==> src/rtl/mem_port_arbiter_if.sv <==
// Bundle of requester-side and memory-side signals around the shared memory port.
// slave = arbiter view, master = the surrounding fetch/load-store/memory environment.
interface mem_port_arbiter_if #(
    parameter int ADDR_WIDTH = 32,
    parameter int DATA_WIDTH = 32
);
    localparam int STRB_WIDTH = DATA_WIDTH / 8;

    logic                  i_req_valid;
    logic                  i_req_ready;
    logic [ADDR_WIDTH-1:0] i_req_addr;
    logic                  i_resp_valid;
    logic [DATA_WIDTH-1:0] i_resp_data;

    logic                  d_req_valid;
    logic                  d_req_ready;
    logic [ADDR_WIDTH-1:0] d_req_addr;
    logic                  d_req_we;
    logic [DATA_WIDTH-1:0] d_req_wdata;
    logic [STRB_WIDTH-1:0] d_req_wstrb;
    logic                  d_resp_valid;
    logic [DATA_WIDTH-1:0] d_resp_data;

    logic                  mem_en;
    logic                  mem_we;
    logic [ADDR_WIDTH-1:0] mem_addr;
    logic [DATA_WIDTH-1:0] mem_wdata;
    logic [STRB_WIDTH-1:0] mem_wstrb;
    logic [DATA_WIDTH-1:0] mem_rdata;

    modport slave (
        input  i_req_valid, i_req_addr,
        input  d_req_valid, d_req_addr, d_req_we, d_req_wdata, d_req_wstrb,
        input  mem_rdata,
        output i_req_ready, i_resp_valid, i_resp_data,
        output d_req_ready, d_resp_valid, d_resp_data,
        output mem_en, mem_we, mem_addr, mem_wdata, mem_wstrb
    );

    modport master (
        output i_req_valid, i_req_addr,
        output d_req_valid, d_req_addr, d_req_we, d_req_wdata, d_req_wstrb,
        output mem_rdata,
        input  i_req_ready, i_resp_valid, i_resp_data,
        input  d_req_ready, d_resp_valid, d_resp_data,
        input  mem_en, mem_we, mem_addr, mem_wdata, mem_wstrb
    );
endinterface

==> src/rtl/mem_port_arbiter.sv <==
// Two-requester arbiter for a single-port memory: one transaction at a time,
// load/store has priority, and a streak counter keeps fetch from starving.
module mem_port_arbiter #(
    parameter int ADDR_WIDTH   = 32,
    parameter int DATA_WIDTH   = 32,
    parameter int MEM_LATENCY  = 1,
    parameter int STARVE_LIMIT = 4
) (
    input  logic              clk,
    input  logic              rst_n,
    mem_port_arbiter_if.slave bus
);
    localparam int STRB_WIDTH = DATA_WIDTH / 8;
    localparam int CNT_W      = $clog2(MEM_LATENCY + 1);
    localparam int STK_W      = $clog2(STARVE_LIMIT + 1);

    localparam logic [1:0] ST_IDLE  = 2'd0;
    localparam logic [1:0] ST_ISSUE = 2'd1;
    localparam logic [1:0] ST_WAIT  = 2'd2;
    localparam logic [1:0] ST_RESP  = 2'd3;

    localparam logic [CNT_W-1:0] LAT_LOAD = CNT_W'(MEM_LATENCY);
    localparam logic [CNT_W-1:0] LAT_ONE  = CNT_W'(1);
    localparam logic [STK_W-1:0] STK_MAX  = STK_W'(STARVE_LIMIT);
    localparam logic [STK_W-1:0] STK_ONE  = STK_W'(1);

    logic [1:0]            r_state;
    logic [CNT_W-1:0]      r_lat_cnt;
    logic [STK_W-1:0]      r_streak;
    logic                  r_owner_d;
    logic                  r_we;

    logic                  r_mem_en;
    logic                  r_mem_we;
    logic [ADDR_WIDTH-1:0] r_mem_addr;
    logic [DATA_WIDTH-1:0] r_mem_wdata;
    logic [STRB_WIDTH-1:0] r_mem_wstrb;

    logic                  r_i_resp_valid;
    logic [DATA_WIDTH-1:0] r_i_resp_data;
    logic                  r_d_resp_valid;
    logic [DATA_WIDTH-1:0] r_d_resp_data;

    logic                  w_idle;
    logic                  w_grant_d;
    logic                  w_grant_i;
    logic                  w_accept_d;
    logic                  w_accept_i;
    logic                  w_capture;
    logic [DATA_WIDTH-1:0] w_capture_data;
    logic [STK_W-1:0]      w_streak_inc;
    logic [1:0]            w_state_next;
    logic [CNT_W-1:0]      w_lat_next;
    logic [STK_W-1:0]      w_streak_next;

    // D wins ties unless fetch has already lost STARVE_LIMIT times in a row.
    assign w_idle     = (r_state == ST_IDLE);
    assign w_grant_d  = bus.d_req_valid && (!bus.i_req_valid || (r_streak != STK_MAX));
    assign w_grant_i  = bus.i_req_valid && !w_grant_d;
    assign w_accept_d = w_idle && w_grant_d;
    assign w_accept_i = w_idle && w_grant_i;

    assign w_streak_inc = (r_streak == STK_MAX) ? STK_MAX : (r_streak + STK_ONE);

    assign w_capture      = (r_state == ST_WAIT) && (r_lat_cnt == LAT_ONE);
    assign w_capture_data = r_we ? '0 : bus.mem_rdata;

    // Readies are gated with rst_n so nothing is offered while reset is held.
    assign bus.i_req_ready = rst_n && w_accept_i;
    assign bus.d_req_ready = rst_n && w_accept_d;

    always_comb begin
        w_state_next  = r_state;
        w_lat_next    = r_lat_cnt;
        w_streak_next = r_streak;
        case (r_state)
            ST_IDLE: begin
                if (w_grant_d) begin
                    w_state_next  = ST_ISSUE;
                    w_streak_next = bus.i_req_valid ? w_streak_inc : '0;
                end else if (w_grant_i) begin
                    w_state_next  = ST_ISSUE;
                    w_streak_next = '0;
                end
            end
            ST_ISSUE: begin
                w_lat_next   = LAT_LOAD;
                w_state_next = ST_WAIT;
            end
            ST_WAIT: begin
                w_lat_next = r_lat_cnt - LAT_ONE;
                if (r_lat_cnt == LAT_ONE) begin
                    w_state_next = ST_RESP;
                end
            end
            ST_RESP: begin
                w_state_next = ST_IDLE;
            end
            default: begin
                w_state_next = ST_IDLE;
            end
        endcase
    end

    always_ff @(posedge clk or negedge rst_n) begin
        if (!rst_n) begin
            r_state   <= ST_IDLE;
            r_lat_cnt <= '0;
            r_streak  <= '0;
        end else begin
            r_state   <= w_state_next;
            r_lat_cnt <= w_lat_next;
            r_streak  <= w_streak_next;
        end
    end

    // mem_* is loaded on the accepting edge so the strobe lands in the ISSUE cycle.
    always_ff @(posedge clk or negedge rst_n) begin
        if (!rst_n) begin
            r_owner_d      <= 1'b0;
            r_we           <= 1'b0;
            r_mem_en       <= 1'b0;
            r_mem_we       <= 1'b0;
            r_mem_addr     <= '0;
            r_mem_wdata    <= '0;
            r_mem_wstrb    <= '0;
            r_i_resp_valid <= 1'b0;
            r_i_resp_data  <= '0;
            r_d_resp_valid <= 1'b0;
            r_d_resp_data  <= '0;
        end else begin
            r_mem_en <= w_accept_d || w_accept_i;
            r_mem_we <= w_accept_d && bus.d_req_we;

            if (w_accept_d) begin
                r_owner_d   <= 1'b1;
                r_we        <= bus.d_req_we;
                r_mem_addr  <= bus.d_req_addr;
                r_mem_wdata <= bus.d_req_wdata;
                r_mem_wstrb <= bus.d_req_wstrb;
            end else if (w_accept_i) begin
                r_owner_d   <= 1'b0;
                r_we        <= 1'b0;
                r_mem_addr  <= bus.i_req_addr;
                r_mem_wstrb <= '0;
            end

            r_i_resp_valid <= w_capture && !r_owner_d;
            r_d_resp_valid <= w_capture && r_owner_d;
            if (w_capture) begin
                if (r_owner_d) begin
                    r_d_resp_data <= w_capture_data;
                end else begin
                    r_i_resp_data <= w_capture_data;
                end
            end
        end
    end

    assign bus.mem_en       = r_mem_en;
    assign bus.mem_we       = r_mem_we;
    assign bus.mem_addr     = r_mem_addr;
    assign bus.mem_wdata    = r_mem_wdata;
    assign bus.mem_wstrb    = r_mem_wstrb;
    assign bus.i_resp_valid = r_i_resp_valid;
    assign bus.i_resp_data  = r_i_resp_data;
    assign bus.d_resp_valid = r_d_resp_valid;
    assign bus.d_resp_data  = r_d_resp_data;
endmodule

==> src/flat_wrapper.sv <==
// flat-port wrapper written by rule: the top's interface ports become plain ports
module mem_port_arbiter_flat 
#(
    parameter int ADDR_WIDTH   = 32,
    parameter int DATA_WIDTH   = 32,
    parameter int MEM_LATENCY  = 1,
    parameter int STARVE_LIMIT = 4
)
  (clk, rst_n, bus_i_req_valid, bus_i_req_addr, bus_d_req_valid, bus_d_req_addr, bus_d_req_we, bus_d_req_wdata, bus_d_req_wstrb, bus_mem_rdata, bus_i_req_ready, bus_i_resp_valid, bus_i_resp_data, bus_d_req_ready, bus_d_resp_valid, bus_d_resp_data, bus_mem_en, bus_mem_we, bus_mem_addr, bus_mem_wdata, bus_mem_wstrb);
  mem_port_arbiter_if #(.ADDR_WIDTH(ADDR_WIDTH), .DATA_WIDTH(DATA_WIDTH)) bus_i ();
  input  logic clk;
  input  logic rst_n;
  input wire logic [$bits(bus_i.i_req_valid)-1:0] bus_i_req_valid;
  input wire logic [$bits(bus_i.i_req_addr)-1:0] bus_i_req_addr;
  input wire logic [$bits(bus_i.d_req_valid)-1:0] bus_d_req_valid;
  input wire logic [$bits(bus_i.d_req_addr)-1:0] bus_d_req_addr;
  input wire logic [$bits(bus_i.d_req_we)-1:0] bus_d_req_we;
  input wire logic [$bits(bus_i.d_req_wdata)-1:0] bus_d_req_wdata;
  input wire logic [$bits(bus_i.d_req_wstrb)-1:0] bus_d_req_wstrb;
  input wire logic [$bits(bus_i.mem_rdata)-1:0] bus_mem_rdata;
  output wire logic [$bits(bus_i.i_req_ready)-1:0] bus_i_req_ready;
  output wire logic [$bits(bus_i.i_resp_valid)-1:0] bus_i_resp_valid;
  output wire logic [$bits(bus_i.i_resp_data)-1:0] bus_i_resp_data;
  output wire logic [$bits(bus_i.d_req_ready)-1:0] bus_d_req_ready;
  output wire logic [$bits(bus_i.d_resp_valid)-1:0] bus_d_resp_valid;
  output wire logic [$bits(bus_i.d_resp_data)-1:0] bus_d_resp_data;
  output wire logic [$bits(bus_i.mem_en)-1:0] bus_mem_en;
  output wire logic [$bits(bus_i.mem_we)-1:0] bus_mem_we;
  output wire logic [$bits(bus_i.mem_addr)-1:0] bus_mem_addr;
  output wire logic [$bits(bus_i.mem_wdata)-1:0] bus_mem_wdata;
  output wire logic [$bits(bus_i.mem_wstrb)-1:0] bus_mem_wstrb;
  assign bus_i.i_req_valid = bus_i_req_valid;
  assign bus_i.i_req_addr = bus_i_req_addr;
  assign bus_i.d_req_valid = bus_d_req_valid;
  assign bus_i.d_req_addr = bus_d_req_addr;
  assign bus_i.d_req_we = bus_d_req_we;
  assign bus_i.d_req_wdata = bus_d_req_wdata;
  assign bus_i.d_req_wstrb = bus_d_req_wstrb;
  assign bus_i.mem_rdata = bus_mem_rdata;
  assign bus_i_req_ready = bus_i.i_req_ready;
  assign bus_i_resp_valid = bus_i.i_resp_valid;
  assign bus_i_resp_data = bus_i.i_resp_data;
  assign bus_d_req_ready = bus_i.d_req_ready;
  assign bus_d_resp_valid = bus_i.d_resp_valid;
  assign bus_d_resp_data = bus_i.d_resp_data;
  assign bus_mem_en = bus_i.mem_en;
  assign bus_mem_we = bus_i.mem_we;
  assign bus_mem_addr = bus_i.mem_addr;
  assign bus_mem_wdata = bus_i.mem_wdata;
  assign bus_mem_wstrb = bus_i.mem_wstrb;
  mem_port_arbiter #(.ADDR_WIDTH(ADDR_WIDTH), .DATA_WIDTH(DATA_WIDTH), .MEM_LATENCY(MEM_LATENCY), .STARVE_LIMIT(STARVE_LIMIT)) u_core (.clk(clk), .rst_n(rst_n), .bus(bus_i));
endmodule
==> config.mk <==
export PLATFORM = sky130hd
export DESIGN_NAME = mem_port_arbiter_flat
export DESIGN_NICKNAME = d
export VERILOG_FILES = /design/src/rtl/mem_port_arbiter_if.sv /design/src/rtl/mem_port_arbiter.sv /design/src/flat_wrapper.sv
export SDC_FILE = /design/constraint.sdc
export NUM_CORES = 1
export LEC_CHECK = 0
export ABC_AREA = 1
export BUFFER_PORTS_ARGS = -buffer_cell sky130_fd_sc_hd__buf_2
export CORE_MARGIN = 4
export CORE_UTILIZATION = 35
export DETAILED_ROUTE_END_ITERATION = 8
export PLACE_DENSITY = 0.74
export SLEW_MARGIN = 15
export SYNTH_ARGS = -nofsm -noshare
export SYNTH_HDL_FRONTEND = slang
export SYNTH_SLANG_ARGS = --single-unit
export TNS_END_PERCENT = 10
==> constraint.sdc <==
create_clock -name clk -period 1.45 [get_ports clk]
set_input_delay 0.145 -clock clk [delete_from_list [all_inputs] [get_ports clk]]
set_output_delay 0.145 -clock clk [all_outputs]
set_load 0.02 [all_outputs]
* Word-level counts from Yosys, hierarchy flattened *
Index checks and enable logic that the tools add are counted.
W data, S select, Z words.

cells by class
  add/sub/neg operators = 2
  equal/unequal tests = 7
  reductions and logical operators = 23
  muxes and demuxes = 17
  bitwise gates (word level) = 1

operators with widths
  cell                   number
  $mux W32               3
  $mux W3                4
  $logic_and A1 B1 Y1    10
  $mux W4                2
  $pmux W2 S4            1
  $reduce_and A2 Y1      4
  $mux W2                3
  $ne A3 B3 Y1 const B   2
  $reduce_bool A2 Y1     3
  $eq A2 B2 Y1 const B   2
  $add A3 B1 Y3 const B  1
  $eq A3 B3 Y1 const B   1
  $logic_not A1 Y1       3
  $mux W1                3
  $eq A2 B1 Y1 const B   1
  $logic_not A2 Y1       1
  $logic_or A1 B1 Y1     2
  $ne A2 B1 Y1 const B   1
  $pmux W1 S2            1
  $not A1 Y1             1
  $sub A1 B1 Y1 const B  1

storage, ports and cells
  output and inout bits = 138
  input bits = 137
  register bits = 144
  word-level logic and storage cells = 64

* Logic depth before layout (Yosys ltp) *
Gate-level depths: netlist of the first run.

  word-level depth = 8
  gate-level depth with buffers = 10

* Least setup slack after synthesis of the first run *
OpenSTA, ideal clock, no wires.

  kind = register -> output
  start = reg u_core.r_streak[0]
  end = out bus_i_req_ready
  data required time = 1,305 ps
  path slack = -253 ps
  cell stages (with the launch flop) = 6
  data arrival time = 1,558 ps
  path through = dfrtp_1 -> inv_1 -> ha_1 -> nand3_2 -> clkbuf_1 -> a211oi_1

between the ends
  word-level cells in the longest chain between the ends = 7

RTL lines
  what                    RTL line                 source
  start, declared         mem_port_arbiter.sv:29   logic [STK_W-1:0] r_streak;
  start signal, assigned  mem_port_arbiter.sv:113  r_streak <= w_streak_next;
  $ne A3 B3 Y1            mem_port_arbiter.sv:58   assign w_grant_d = bus.d_req_valid && (!bus.i_req_valid || (r_streak != STK_MAX));
  $logic_or A1 B1 Y1      mem_port_arbiter.sv:58
  $logic_and A1 B1 Y1     mem_port_arbiter.sv:58
  $logic_not A1 Y1        mem_port_arbiter.sv:59   assign w_grant_i = bus.i_req_valid && !w_grant_d;
  $logic_and A1 B1 Y1     mem_port_arbiter.sv:59
  $logic_and A1 B1 Y1     mem_port_arbiter.sv:61   assign w_accept_i = w_idle && w_grant_i;
  $logic_and A1 B1 Y1     mem_port_arbiter.sv:69   assign bus.i_req_ready = rst_n && w_accept_i;
  end, declared           flat_wrapper.sv:21       output wire logic [$bits(bus_i.i_req_ready)-1:0] bus_i_req_ready;

Every way passes these cells.

* Worst setup path after layout of the first run *
  start = reg u_core.r_streak[1]
  end = out bus_i_req_ready

Same word-level chain as after synthesis.

==> impl_summary.log, run 1 <==
[metrics] run status: finished, violations left
[metrics] failing checks: setup timing
[metrics] required time worst endpoint: 1.31 ns
[metrics] latest clock arrival within the worst-skew pair: 0.41 ns
[metrics] number of top-level pins: 275
[metrics] maximum number of buffers from clock root to sink: 2
[metrics] post-route cell area: 9790 um^2
[metrics] number of optimization iterations in the first detailed-route pass: 5
[metrics] Layout Nets: 1306
[metrics] flip-flop and latch count after synthesis: 144
[metrics] reg2reg end: u_core.bus.mem_addr[31]
[metrics] crit path capture type: output pin
[metrics] GP Congestion: 0.822
[metrics] worst setup skew after layout: 0.00778 ns
[metrics] Final Core Density: 54.0%
[metrics] height of the chip: 144 um
[metrics] post-layout worst setup margin: -0.314 ns
[metrics] Core Box Area: 18100 um^2
[metrics] leakage power: 5.63 nW
[metrics] TritonCTS clock tree: done
[metrics] sequential cell area fraction in the yosys report: 55.3%
[metrics] minimum setup slack after placement: -0.126 ns
[metrics] DRC violation total after the first TritonRoute iteration: 269
[metrics] worst-case vdd ir drop: 0.00127 V
[metrics] number of antenna violations at the first check in global routing: 1
[metrics] standard-cell rows: 49
[metrics] cell with the largest stage delay on the worst path: sky130_fd_sc_hd__dfrtp_1
[metrics] unrepaired setup endpoints after global routing: true
[metrics] Design Power: 22.3 mW
[metrics] Register-to-Register Path Depth: 11
[metrics] critical path cell sequence: inv_2 -> ha_4 -> nand3_4 -> buf_12 -> a211oi_4 -> buf_6
[metrics] GR Overflow Total: 0
[metrics] clock-pin slew reported for the worst setup and hold paths after clock tree synthesis: 0.07 ns
[metrics] min Tclk post-route: 1.76 ns
[metrics] deepest level of the CTS H-tree: 4
[metrics] hold violation count in the final report: 0
[metrics] Cell Area, Synth: 6510 um^2
[metrics] family with the most delay on the worst path: flip-flops
[metrics] Synth-to-Final Area Change: 50.3%
[metrics] per-cell via count in the routed design: 4.70
[metrics] FF-to-FF setup slack: -0.19 ns
[metrics] global-route wire length before repair: 31.3 mm
[metrics] Arr. time, crit path: 1.62 ns
[metrics] clk sinks: 144
[metrics] largest incremental delay on the critical path: 0.40 ns
[metrics] max frequency: 0.567 GHz
[metrics] yosys synthesis warning count: 0
[metrics] max-cap violation count: 0
[metrics] ratio of cells with drive above 1 in the final layout: 32.9%
[metrics] Cell variety after synth: 18
[metrics] routed len/inst: 14.5 um
[metrics] HPWL reported at the end of detailed placement: 12.9 mm
[metrics] Worst Setup Path Type: flip-flop to output pin
[metrics] worst setup path endpoint: bus_i_req_ready
[metrics] Final Max Slew Viols: 0
[metrics] launching element of the worst setup path: u_core.r_streak[1]
[metrics] horizontal die dimension: 144 um
[metrics] number of nets with antenna violations after detailed routing: 0
[metrics] instance area at placement: 8350 um^2
[metrics] number of buffers and inverters on the critical path: 3
[metrics] maximum number of pins on one net before global-route repair: 145
[metrics] synthesized netlist net count: 975
[metrics] worst hold path stage count: 5
[metrics] I/O Buffers: 274
[metrics] diodes inserted: 0
[metrics] Critical Path Source Type: flip-flop
[metrics] drc violations: 0
[metrics] number of cells on the critical path: 6
[metrics] number of instances in the synthesized netlist: 834
[metrics] Reg-to-Reg Start: u_core.r_streak[1]
[metrics] Inserted Clock Buffers: 17
[metrics] All-Layer GR Usage: 18.7%
[metrics] Pwr Density: 2280 nW/um^2
[metrics] vias in the first global route: 6297
[metrics] share of the cycle needed by the critical path after routing: 122%
[metrics] commonest non-fill, non-tap cells in the layout: sky130_fd_sc_hd__nand2_1 (334), sky130_fd_sc_hd__buf_2 (271), sky130_fd_sc_hd__dfrtp_1 (144)
[metrics] Min-Delay Path Class: input port to flip-flop
[metrics] root buf cell: sky130_fd_sc_hd__clkbuf_16
[metrics] aggregate negative setup slack: -10.23 ns
[metrics] Rel. slew slack: 47.7%
[metrics] via total after detailed routing: 6608
[metrics] highest net fanout along the worst path: 2
[metrics] Starting Density: 35.9%
[metrics] count of endpoints failing setup in the final report: 81
[metrics] die footprint: 20900 um^2
[metrics] total routed wirelength: 20.5 mm
[metrics] most common cell after layout, fill and taps aside: sky130_fd_sc_hd__nand2_1
[metrics] mean instance size in the synthesized netlist: 7.81 um^2
[metrics] Tightest Pin Transition: 0.785 ns
==> cells in the mapped netlist <==
cell type | count | area share (%)
sky130_fd_sc_hd__inv_1 | 111 | 6.4
sky130_fd_sc_hd__nor2_2 | 1 | 0.096
sky130_fd_sc_hd__a21oi_1 | 2 | 0.15
sky130_fd_sc_hd__clkbuf_1 | 29 | 1.7
sky130_fd_sc_hd__o21ai_0 | 100 | 7.7
sky130_fd_sc_hd__clkinv_1 | 1 | 0.058
sky130_fd_sc_hd__o21ai_1 | 7 | 0.54
sky130_fd_sc_hd__buf_2 | 15 | 1.2
sky130_fd_sc_hd__nand3_2 | 2 | 0.31
sky130_fd_sc_hd__buf_1 | 1 | 0.058
sky130_fd_sc_hd__ha_1 | 4 | 0.77
sky130_fd_sc_hd__buf_4 | 7 | 0.81
sky130_fd_sc_hd__a211oi_1 | 1 | 0.12
sky130_fd_sc_hd__nand4_1 | 33 | 3.2
sky130_fd_sc_hd__nand2_1 | 336 | 19
sky130_fd_sc_hd__dfrtp_1 | 144 | 55
sky130_fd_sc_hd__nand3_1 | 2 | 0.15
sky130_fd_sc_hd__nor2_1 | 38 | 2.2
==> cell families after synthesis <==
family	count (synthesis)	share of synthesized area (%)
buffers and inverters	164	10.1
AO/OA/AOI/OAI	110	8.49
AND/OR/NAND/NOR	412	25.3
adder cells (fa/ha/maj)	4	0.768
flip-flops	144	55.3
==> timing repair <==
item	CTS	global route
hold endpoints to repair	182	0
cloned	2	6
resized for setup	56	65
setup endpoints to repair	70	141
buffers inserted	11	2
pin swaps	3	0
hold buffers	38	0
==> per-stage QoR <==
step,hold slack (ns),instances
detailed placement,0.347,1317
global route,0.0165,1407
CTS,0.00644,1400
floorplan,-0.151,834
global placement,0.341,1317
finish,0.0266,1407
==> final cells by class <==
class | instances | area (um^2)
Fill cell | 1663 | 8350
Clock buffer | 17 | 425
Clock inverter | 15 | 173
Timing Repair Buffer | 364 | 2500
Inverter | 112 | 427
Multi-Input combinational cell | 526 | 2380
Tap cell | 229 | 287
Sequential cell | 144 | 3600
==> tightest hold or removal path, cell delays in order <==
cell	delay (ns)
sky130_fd_sc_hd__buf_2	0.07
sky130_fd_sc_hd__nand2_1	0.04
sky130_fd_sc_hd__nand2_1	0.05
sky130_fd_sc_hd__nand2_1	0.04
sky130_fd_sc_hd__nand2_1	0.04
==> state kept, by name, indices dropped and copies added, names as in the netlist <==
signal / flops
u_core.bus.mem_wstrb: 4
u_core.bus.mem_addr: 32
u_core.r_state: 2
u_core.bus.mem_en: 1
u_core.bus.d_resp_valid: 1
u_core.bus.i_resp_valid: 1
u_core.bus.mem_wdata: 32
u_core.r_lat_cnt: 1
u_core.bus.d_resp_data: 32
u_core.r_owner_d: 1
u_core.r_we: 1
u_core.bus.mem_we: 1
u_core.r_streak: 3
u_core.bus.i_resp_data: 32
==> how the worst min path moves through the flow <==
stage          slack, ns                from                        end
2_1_floorplan      -0.15               rst_n  u_core.bus.d_resp_data[0]
3_3_place_gp        0.34               rst_n    u_core.bus.mem_wdata[8]
3_5_place_dp        0.35               rst_n   u_core.bus.mem_wdata[12]
4_1_cts            0.006  bus_i_req_addr[17]    u_core.bus.mem_addr[17]
5_1_grt             0.02  bus_i_req_addr[17]    u_core.bus.mem_addr[17]
6_report            0.03  bus_i_req_addr[17]    u_core.bus.mem_addr[17]
==> report_power, final <==
group	total (mW)	switching [mW]	internal (mW)	leakage (nW)
Combinational	10.9	6.86	4.01	3.56
Clock	4.45	1.86	2.59	0.289
Sequential	6.96	1.03	5.93	1.78
Total	22.3	9.76	12.5	5.63
==> layer usage <==
metal	vias up	share of wire, %	GRT usage (%)
met5	-	0.064	0
met4	2	2.7	6.73
met3	47	7.7	5.59
met2	281	49	31.6
met1	3050	40	22.9
li1	3228	-	-
No activity file was read; power rests on OpenSTA's default activity.
==> inputs of run 2 (changes only) <==
PLACE_DENSITY = default   (was 0.74)
PLACE_DENSITY_LB_ADDON = 0.15   (was default)
==> impl_summary.log, run 2 (synthesis results as in run 1) <==
[metrics] run status: finished, violations left
[metrics] failing checks: setup timing
[metrics] leakage power: 5.66 nW (+0.51%)
[metrics] Starting Density: 35.9% (unchanged)
[metrics] number of nets with antenna violations after detailed routing: 0 (unchanged)
[metrics] deepest level of the CTS H-tree: 4 (unchanged)
[metrics] DRC violation total after the first TritonRoute iteration: 227 (-16%)
[metrics] I/O Buffers: 274 (unchanged)
[metrics] Final Max Slew Viols: 0 (unchanged)
[metrics] min Tclk post-route: 1.71 ns (-0.0500 ns)
[metrics] number of cells on the critical path: 5 (-1)
[metrics] reg2reg end: u_core.bus.mem_addr[25]
[metrics] Design Power: 22.3 mW (about the same)
[metrics] clock-pin slew reported for the worst setup and hold paths after clock tree synthesis: 0.06 ns (about the same)
[metrics] Inserted Clock Buffers: 17 (unchanged)
[metrics] ratio of cells with drive above 1 in the final layout: 35.0% (+2.1 points)
[metrics] post-layout worst setup margin: -0.264 ns (+0.0500 ns)
[metrics] aggregate negative setup slack: -8.82 ns (+1.41 ns)
[metrics] number of antenna violations at the first check in global routing: 0 (-1)
[metrics] worst-case vdd ir drop: 0.000968 V (-24%)
[metrics] commonest non-fill, non-tap cells in the layout: sky130_fd_sc_hd__nand2_1 (304), sky130_fd_sc_hd__buf_2 (271), sky130_fd_sc_hd__dfrtp_1 (144)
[metrics] diodes inserted: 0 (unchanged)
[metrics] GR Overflow Total: 0 (unchanged)
[metrics] max frequency: 0.583 GHz (+2.9%)
[metrics] Pwr Density: 2240 nW/um^2 (-1.5%)
[metrics] required time worst endpoint: 1.31 ns (about the same)
[metrics] Register-to-Register Path Depth: 11 (unchanged)
[metrics] cell with the largest stage delay on the worst path: sky130_fd_sc_hd__dfrtp_1
[metrics] Reg-to-Reg Start: u_core.r_streak[1]
[metrics] share of the cycle needed by the critical path after routing: 118% (-3.4 points)
[metrics] crit path capture type: output pin
[metrics] root buf cell: sky130_fd_sc_hd__clkbuf_16
[metrics] Final Core Density: 54.8% (+0.83 points)
[metrics] number of top-level pins: 275 (unchanged)
[metrics] largest incremental delay on the critical path: 0.38 ns (-0.02 ns)
[metrics] unrepaired setup endpoints after global routing: true
[metrics] Core Box Area: 18100 um^2 (unchanged)
[metrics] Critical Path Source Type: flip-flop
[metrics] Arr. time, crit path: 1.57 ns (-0.05 ns)
[metrics] Rel. slew slack: 70.3% (+23 points)
[metrics] hold violation count in the final report: 0 (unchanged)
[metrics] max-cap violation count: 0 (unchanged)
[metrics] worst setup path endpoint: bus_i_req_ready
[metrics] drc violations: 0 (unchanged)
[metrics] routed len/inst: 14.8 um (+1.6%)
[metrics] FF-to-FF setup slack: -0.18 ns (about the same)
[metrics] die footprint: 20900 um^2 (unchanged)
[metrics] critical path cell sequence: inv_2 -> ha_4 -> nand3_4 -> a211oi_4 -> buf_6
[metrics] total routed wirelength: 20.9 mm (+2.1%)
[metrics] family with the most delay on the worst path: flip-flops
[metrics] vias in the first global route: 6422 (+2.0%)
[metrics] Tightest Pin Transition: 0.445 ns (-0.340 ns)
[metrics] per-cell via count in the routed design: 4.61 (-1.9%)
[metrics] Layout Nets: 1313 (+0.54%)
[metrics] standard-cell rows: 49 (unchanged)
[metrics] number of optimization iterations in the first detailed-route pass: 4 (-1)
[metrics] maximum number of buffers from clock root to sink: 2 (unchanged)
[metrics] GP Congestion: 0.810 (-1.4%)
[metrics] launching element of the worst setup path: u_core.r_streak[1]
[metrics] horizontal die dimension: 144 um (unchanged)
[metrics] highest net fanout along the worst path: 2 (unchanged)
[metrics] Worst Setup Path Type: flip-flop to output pin
[metrics] global-route wire length before repair: 32.3 mm (+3.1%)
[metrics] TritonCTS clock tree: done
[metrics] maximum number of pins on one net before global-route repair: 81 (-44%)
[metrics] HPWL reported at the end of detailed placement: 13.6 mm (+5.3%)
[metrics] via total after detailed routing: 6511 (-1.5%)
[metrics] number of buffers and inverters on the critical path: 2 (-1)
[metrics] clk sinks: 144 (unchanged)
[metrics] worst setup skew after layout: 0.0110 ns (+0.00321 ns)
[metrics] latest clock arrival within the worst-skew pair: 0.42 ns (about the same)
[metrics] All-Layer GR Usage: 19.5% (+0.72 points)
[metrics] height of the chip: 144 um (unchanged)
[metrics] count of endpoints failing setup in the final report: 72 (-11%)
[metrics] Synth-to-Final Area Change: 52.7%
[metrics] Min-Delay Path Class: input port to flip-flop
[metrics] most common cell after layout, fill and taps aside: sky130_fd_sc_hd__nand2_1
run 2: cell count changes in the layout (fill, tap and decap cells not counted), sizes merged, moves of 2 or more:
| cell | change |
|---|---|
| clkbuf | +2 |
| dlygate4sd3 | +8 |
| inv | -4 |
| clkinvlp | +2 |
| clkinv | -2 |
run 2: worst min-delay path by stage:
stage | cells after the start | slack [ns] | start | to
CTS | 5 | 0.0002 | bus_i_req_addr[19] | u_core.bus.mem_addr[19]
global placement | 2 | 0.19 | rst_n | u_core.bus.mem_en
detailed placement | 2 | 0.19 | rst_n | u_core.bus.mem_en
finish | 5 | 0.009 | bus_d_req_addr[19] | u_core.bus.mem_addr[19]
floorplan | 0 | -0.15 | rst_n | u_core.bus.d_resp_data[0]
global route | 5 | 0.02 | bus_i_req_addr[31] | u_core.bus.mem_addr[31]
run 2: routing by layer:
layer | part of all wire [%] | track usage [%] | wire, um | up-vias
met2 | 50 | 33.4 | 10500 | 215
met3 | 7.4 | 5.72 | 1550 | 15
met1 | 42 | 24.0 | 8670 | 3043
met5 | 0 | 0 | 0 | -
li1 | - | - | - | 3238
met4 | 0.95 | 5.30 | 199 | 0
run 2: tightest hold or removal path: stages:
cell and delay, ns:
sky130_fd_sc_hd__buf_2 0.07, sky130_fd_sc_hd__inv_1 0.03, sky130_fd_sc_hd__nand4_1 0.07, sky130_fd_sc_hd__nand2_1 0.05
sky130_fd_sc_hd__nand2_1 0.05
run 2: timing repair:
action	in CTS	in global routing
endpoints found under the setup margin	52	140
setup buffers	5	4
resized for setup	35	104
hold buffers	46	0
hold endpoints to repair	189	0
pin swaps	3	10
gates cloned	2	5
run 2: area by class of cell:
cell class,instances,area (um^2)
Fill cell,1744,8200
Clock inverter,12,160
Tap cell,229,287
Inverter,112,422
Timing Repair Buffer,371,2530
Clock buffer,19,433
Multi-Input combinational cell,526,2510
Sequential cell,144,3600
run 2: through the flow:
step	cells	hold WS, ns	worst slack [ns]	area [um^2]
detailed placement	1321	0.191	-0.0518	8330
finish	1413	0.00897	-0.264	9940
global placement	1321	0.191	-0.00299	8330
CTS	1404	0.000240	-0.260	9570
floorplan	834	-0.151	-0.0253	6530
global route	1413	0.0206	-0.313	9940
run 2: power breakdown:
group / leakage [nW] / switching (mW) / internal, mW
Combinational: 3.60 / 6.83 / 3.98
Clock: 0.276 / 1.75 / 2.71
Sequential: 1.78 / 1.08 / 5.93
Total: 5.66 / 9.66 / 12.6
==> inputs of run 3 (changes only) <==
clock period = 1.67 ns   (was 1.45 ns; I/O delays follow)
==> impl_summary.log, run 3 (synthesis results as in run 1) <==
[metrics] run status: finished, violations left
[metrics] failing checks: setup timing
[metrics] net load switching power: 8.03 mW (-17%)
[metrics] unrepaired setup endpoints after global routing: true
[metrics] share of total power in combinational logic: 44.4% (-4.1 points)
[metrics] Inserted Clock Buffers: 17 (unchanged)
[metrics] cell with the largest stage delay on the worst path: sky130_fd_sc_hd__dfrtp_1
[metrics] drc violations: 0 (unchanged)
[metrics] clock-pin slew reported for the worst setup and hold paths after clock tree synthesis: 0.06 ns (about the same)
[metrics] max frequency: 0.583 GHz
[metrics] height of the chip: 144 um (unchanged)
[metrics] worst hold path stage count: 3 (-2)
[metrics] Register-to-Register Path Depth: 9 (-2)
[metrics] highest net fanout along the worst path: 5 (+3)
[metrics] FF-to-FF setup slack: 0.19 ns (+0.37 ns)
[metrics] Post-Layout Cell Count: 1378 (-2.5%)
[metrics] reg2reg end: u_core.bus.mem_addr[23]
[metrics] Min-Delay Path Class: input port to flip-flop
[metrics] global-route wire length before repair: 30.8 mm (-4.6%)
[metrics] clk sinks: 144 (unchanged)
[metrics] share of the cycle needed by the critical path after routing: 103%
[metrics] worst-case vdd ir drop: 0.000973 V (+0.47%)
[metrics] busiest layer in global routing: met2
[metrics] leakage power: 5.39 nW (-4.6%)
[metrics] root buf cell: sky130_fd_sc_hd__clkbuf_16
[metrics] number of nets with antenna violations after detailed routing: 0 (unchanged)
[metrics] GP Congestion: 0.838 (+3.4%)
[metrics] destination of the worst hold path: u_core.bus.mem_we
[metrics] Pwr Density: 2010 nW/um^2 (-10%)
[metrics] Layout Nets: 1276 (-2.8%)
[metrics] via total after detailed routing: 6251 (-4.0%)
[metrics] number of top-level pins: 275 (unchanged)
[metrics] critical path cell sequence: inv_2 -> ha_4 -> nand3_4 -> a211oi_2 -> buf_4
[metrics] Final Max Slew Viols: 0 (unchanged)
[metrics] instance area at placement: 8220 um^2 (-1.3%)
[metrics] sequential fraction of design power: 32.3% (+0.8 points)
[metrics] hold violation count in the final report: 0 (unchanged)
[metrics] maximum number of buffers from clock root to sink: 2 (unchanged)
[metrics] ratio of cells with drive above 1 in the final layout: 30.1% (-4.9 points)
[metrics] Placed Instances: 1309 (-0.91%)
[metrics] most common cell after layout, fill and taps aside: sky130_fd_sc_hd__nand2_1
[metrics] maximum number of pins on one net before global-route repair: 145 (+79%)
[metrics] die footprint: 20900 um^2 (unchanged)
[metrics] TritonCTS clock tree: done
[metrics] routed len/inst: 14.4 um (-2.4%)
[metrics] total routed wirelength: 19.9 mm (-4.8%)
[metrics] Reg-to-Reg Start: u_core.r_state[1]
[metrics] per-cell via count in the routed design: 4.54 (-1.6%)
[metrics] clock network fraction of total power: 23.3% (+3.3 points)
[metrics] max-cap violation count: 0 (unchanged)
[metrics] family with the most delay on the worst path: flip-flops
[metrics] grt met1 use: 24.5% (+0.45 points)
[metrics] worst setup skew after layout: 0.00777 ns (-0.00322 ns)
[metrics] commonest non-fill, non-tap cells in the layout: sky130_fd_sc_hd__nand2_1 (335), sky130_fd_sc_hd__buf_2 (271), sky130_fd_sc_hd__dfrtp_1 (143)
[metrics] Rel. slew slack: 29.2% (-41 points)
[metrics] latest clock arrival within the worst-skew pair: 0.42 ns (about the same)
[metrics] number of antenna violations at the first check in global routing: 0 (unchanged)
[metrics] post-layout worst setup margin: -0.0465 ns (+0.218 ns)
[metrics] met2 Usage GRT: 29.7% (-3.6 points)
[metrics] largest incremental delay on the critical path: 0.40 ns (+0.02 ns)
[metrics] Synth-to-Final Area Change: 42.9%
[metrics] HPWL reported at the end of detailed placement: 13.2 mm (-3.0%)
[metrics] Starting Density: 35.9% (unchanged)
[metrics] Core Box Area: 18100 um^2 (unchanged)
[metrics] post-route cell area: 9310 um^2 (-6.4%)
[metrics] vias in the first global route: 6039 (-6.0%)
[metrics] Critical Path Source Type: flip-flop
[metrics] Worst Setup Path Type: flip-flop to output pin
[metrics] min Tclk post-route: 1.72 ns
[metrics] required time worst endpoint: 1.50 ns (+0.19 ns)
[metrics] Tightest Pin Transition: 1.06 ns (+0.613 ns)
[metrics] GR Overflow Total: 0 (unchanged)
[metrics] deepest level of the CTS H-tree: 4 (unchanged)
[metrics] GRT met3 Usage: 5.22% (-0.50 points)
[metrics] All-Layer GR Usage: 18.6% (-0.88 points)
[metrics] horizontal die dimension: 144 um (unchanged)
[metrics] number of optimization iterations in the first detailed-route pass: 6 (+2)
[metrics] crit path capture type: output pin
[metrics] switching power share of the total: 43.0% (-0.40 points)
[metrics] Int Power: 10.7 mW (-16%)
[metrics] count of endpoints failing setup in the final report: 2 (-97%)
[metrics] number of cells on the critical path: 5 (unchanged)
[metrics] source of the worst hold timing path: bus_d_req_we
[metrics] number of buffers and inverters on the critical path: 2 (unchanged)
[metrics] DRC violation total after the first TritonRoute iteration: 209 (-7.9%)
[metrics] Arr. time, crit path: 1.55 ns (-0.02 ns)
[metrics] WHS: 0.0258 ns (+0.0168 ns)
[metrics] standard-cell rows: 49 (unchanged)
[metrics] Design Power: 18.7 mW (-16%)
[metrics] I/O Buffers: 274 (unchanged)
==> run 3: power groups by stage <==
stage	clock, mW	sequential (mW)	combinational [mW]
6_report	4.36	6.04	8.30
5_1_grt	4.60	6.23	9.19
4_1_cts	4.47	6.04	8.36
3_5_place_dp	0	6.04	8.22
3_3_place_gp	0	6.08	8.09
2_1_floorplan	0	7.86	3.16
==> run 3: repair_timing <==
action	in CTS	in global routing
hold buffers	35	0
gates resized for setup	10	5
endpoints found under the hold margin	178	0
setup endpoints to repair	2	6
pin swaps	1	0
setup buffers	1	0
==> run 3: per-stage QoR <==
stage / utilization (%) / TNS (ns) / setup slack (ns)
finish: 51.3 / -0.0519 / -0.0465
global placement: 45.3 / 0 / 0.0512
floorplan: - / 0 / 0.128
CTS: 51.2 / -0.110 / -0.0761
detailed placement: 45.3 / 0 / 0.0372
global route: 51.3 / -0.238 / -0.135
==> run 3: worst max-delay path by stage <==
stage	from	endpoint	slack, ns
detailed placement	u_core.r_state[1]	u_core.r_streak[1]	0.04
floorplan	u_core.r_streak[0]	bus_i_req_ready	0.13
CTS	u_core.r_streak[1]	bus_i_req_ready	-0.08
global route	u_core.r_streak[1]	bus_i_req_ready	-0.13
global placement	u_core.r_streak[0]	bus_d_req_ready	0.05
finish	u_core.r_streak[0]	bus_i_req_ready	-0.05
==> run 3: worst min-delay path: cells and delay by family <==
| kind | cells | cell delay (ns) |
|---|---|---|
| buffers and inverters | 2 | 0.18 |
| and+or+nand+nor | 1 | 0.05 |
==> run 3: final cells by class <==
cell class	instances	area [um^2]
Antenna cell	1	2.50
Clock buffer	19	453
Clock inverter	13	223
Fill cell	1746	8840
Inverter	112	420
Multi-Input combinational cell	526	2310
Sequential cell	144	3600
Tap cell	229	287
Timing Repair Buffer	334	2010
==> run 3: layer usage <==
| layer | up-vias | part of all wire (%) |
|---|---|---|
| li1 | 3154 | - |
| met1 | 2865 | 45 |
| met2 | 206 | 47 |
| met3 | 26 | 6.3 |
| met4 | 0 | 1.7 |
| met5 | - | 0 |
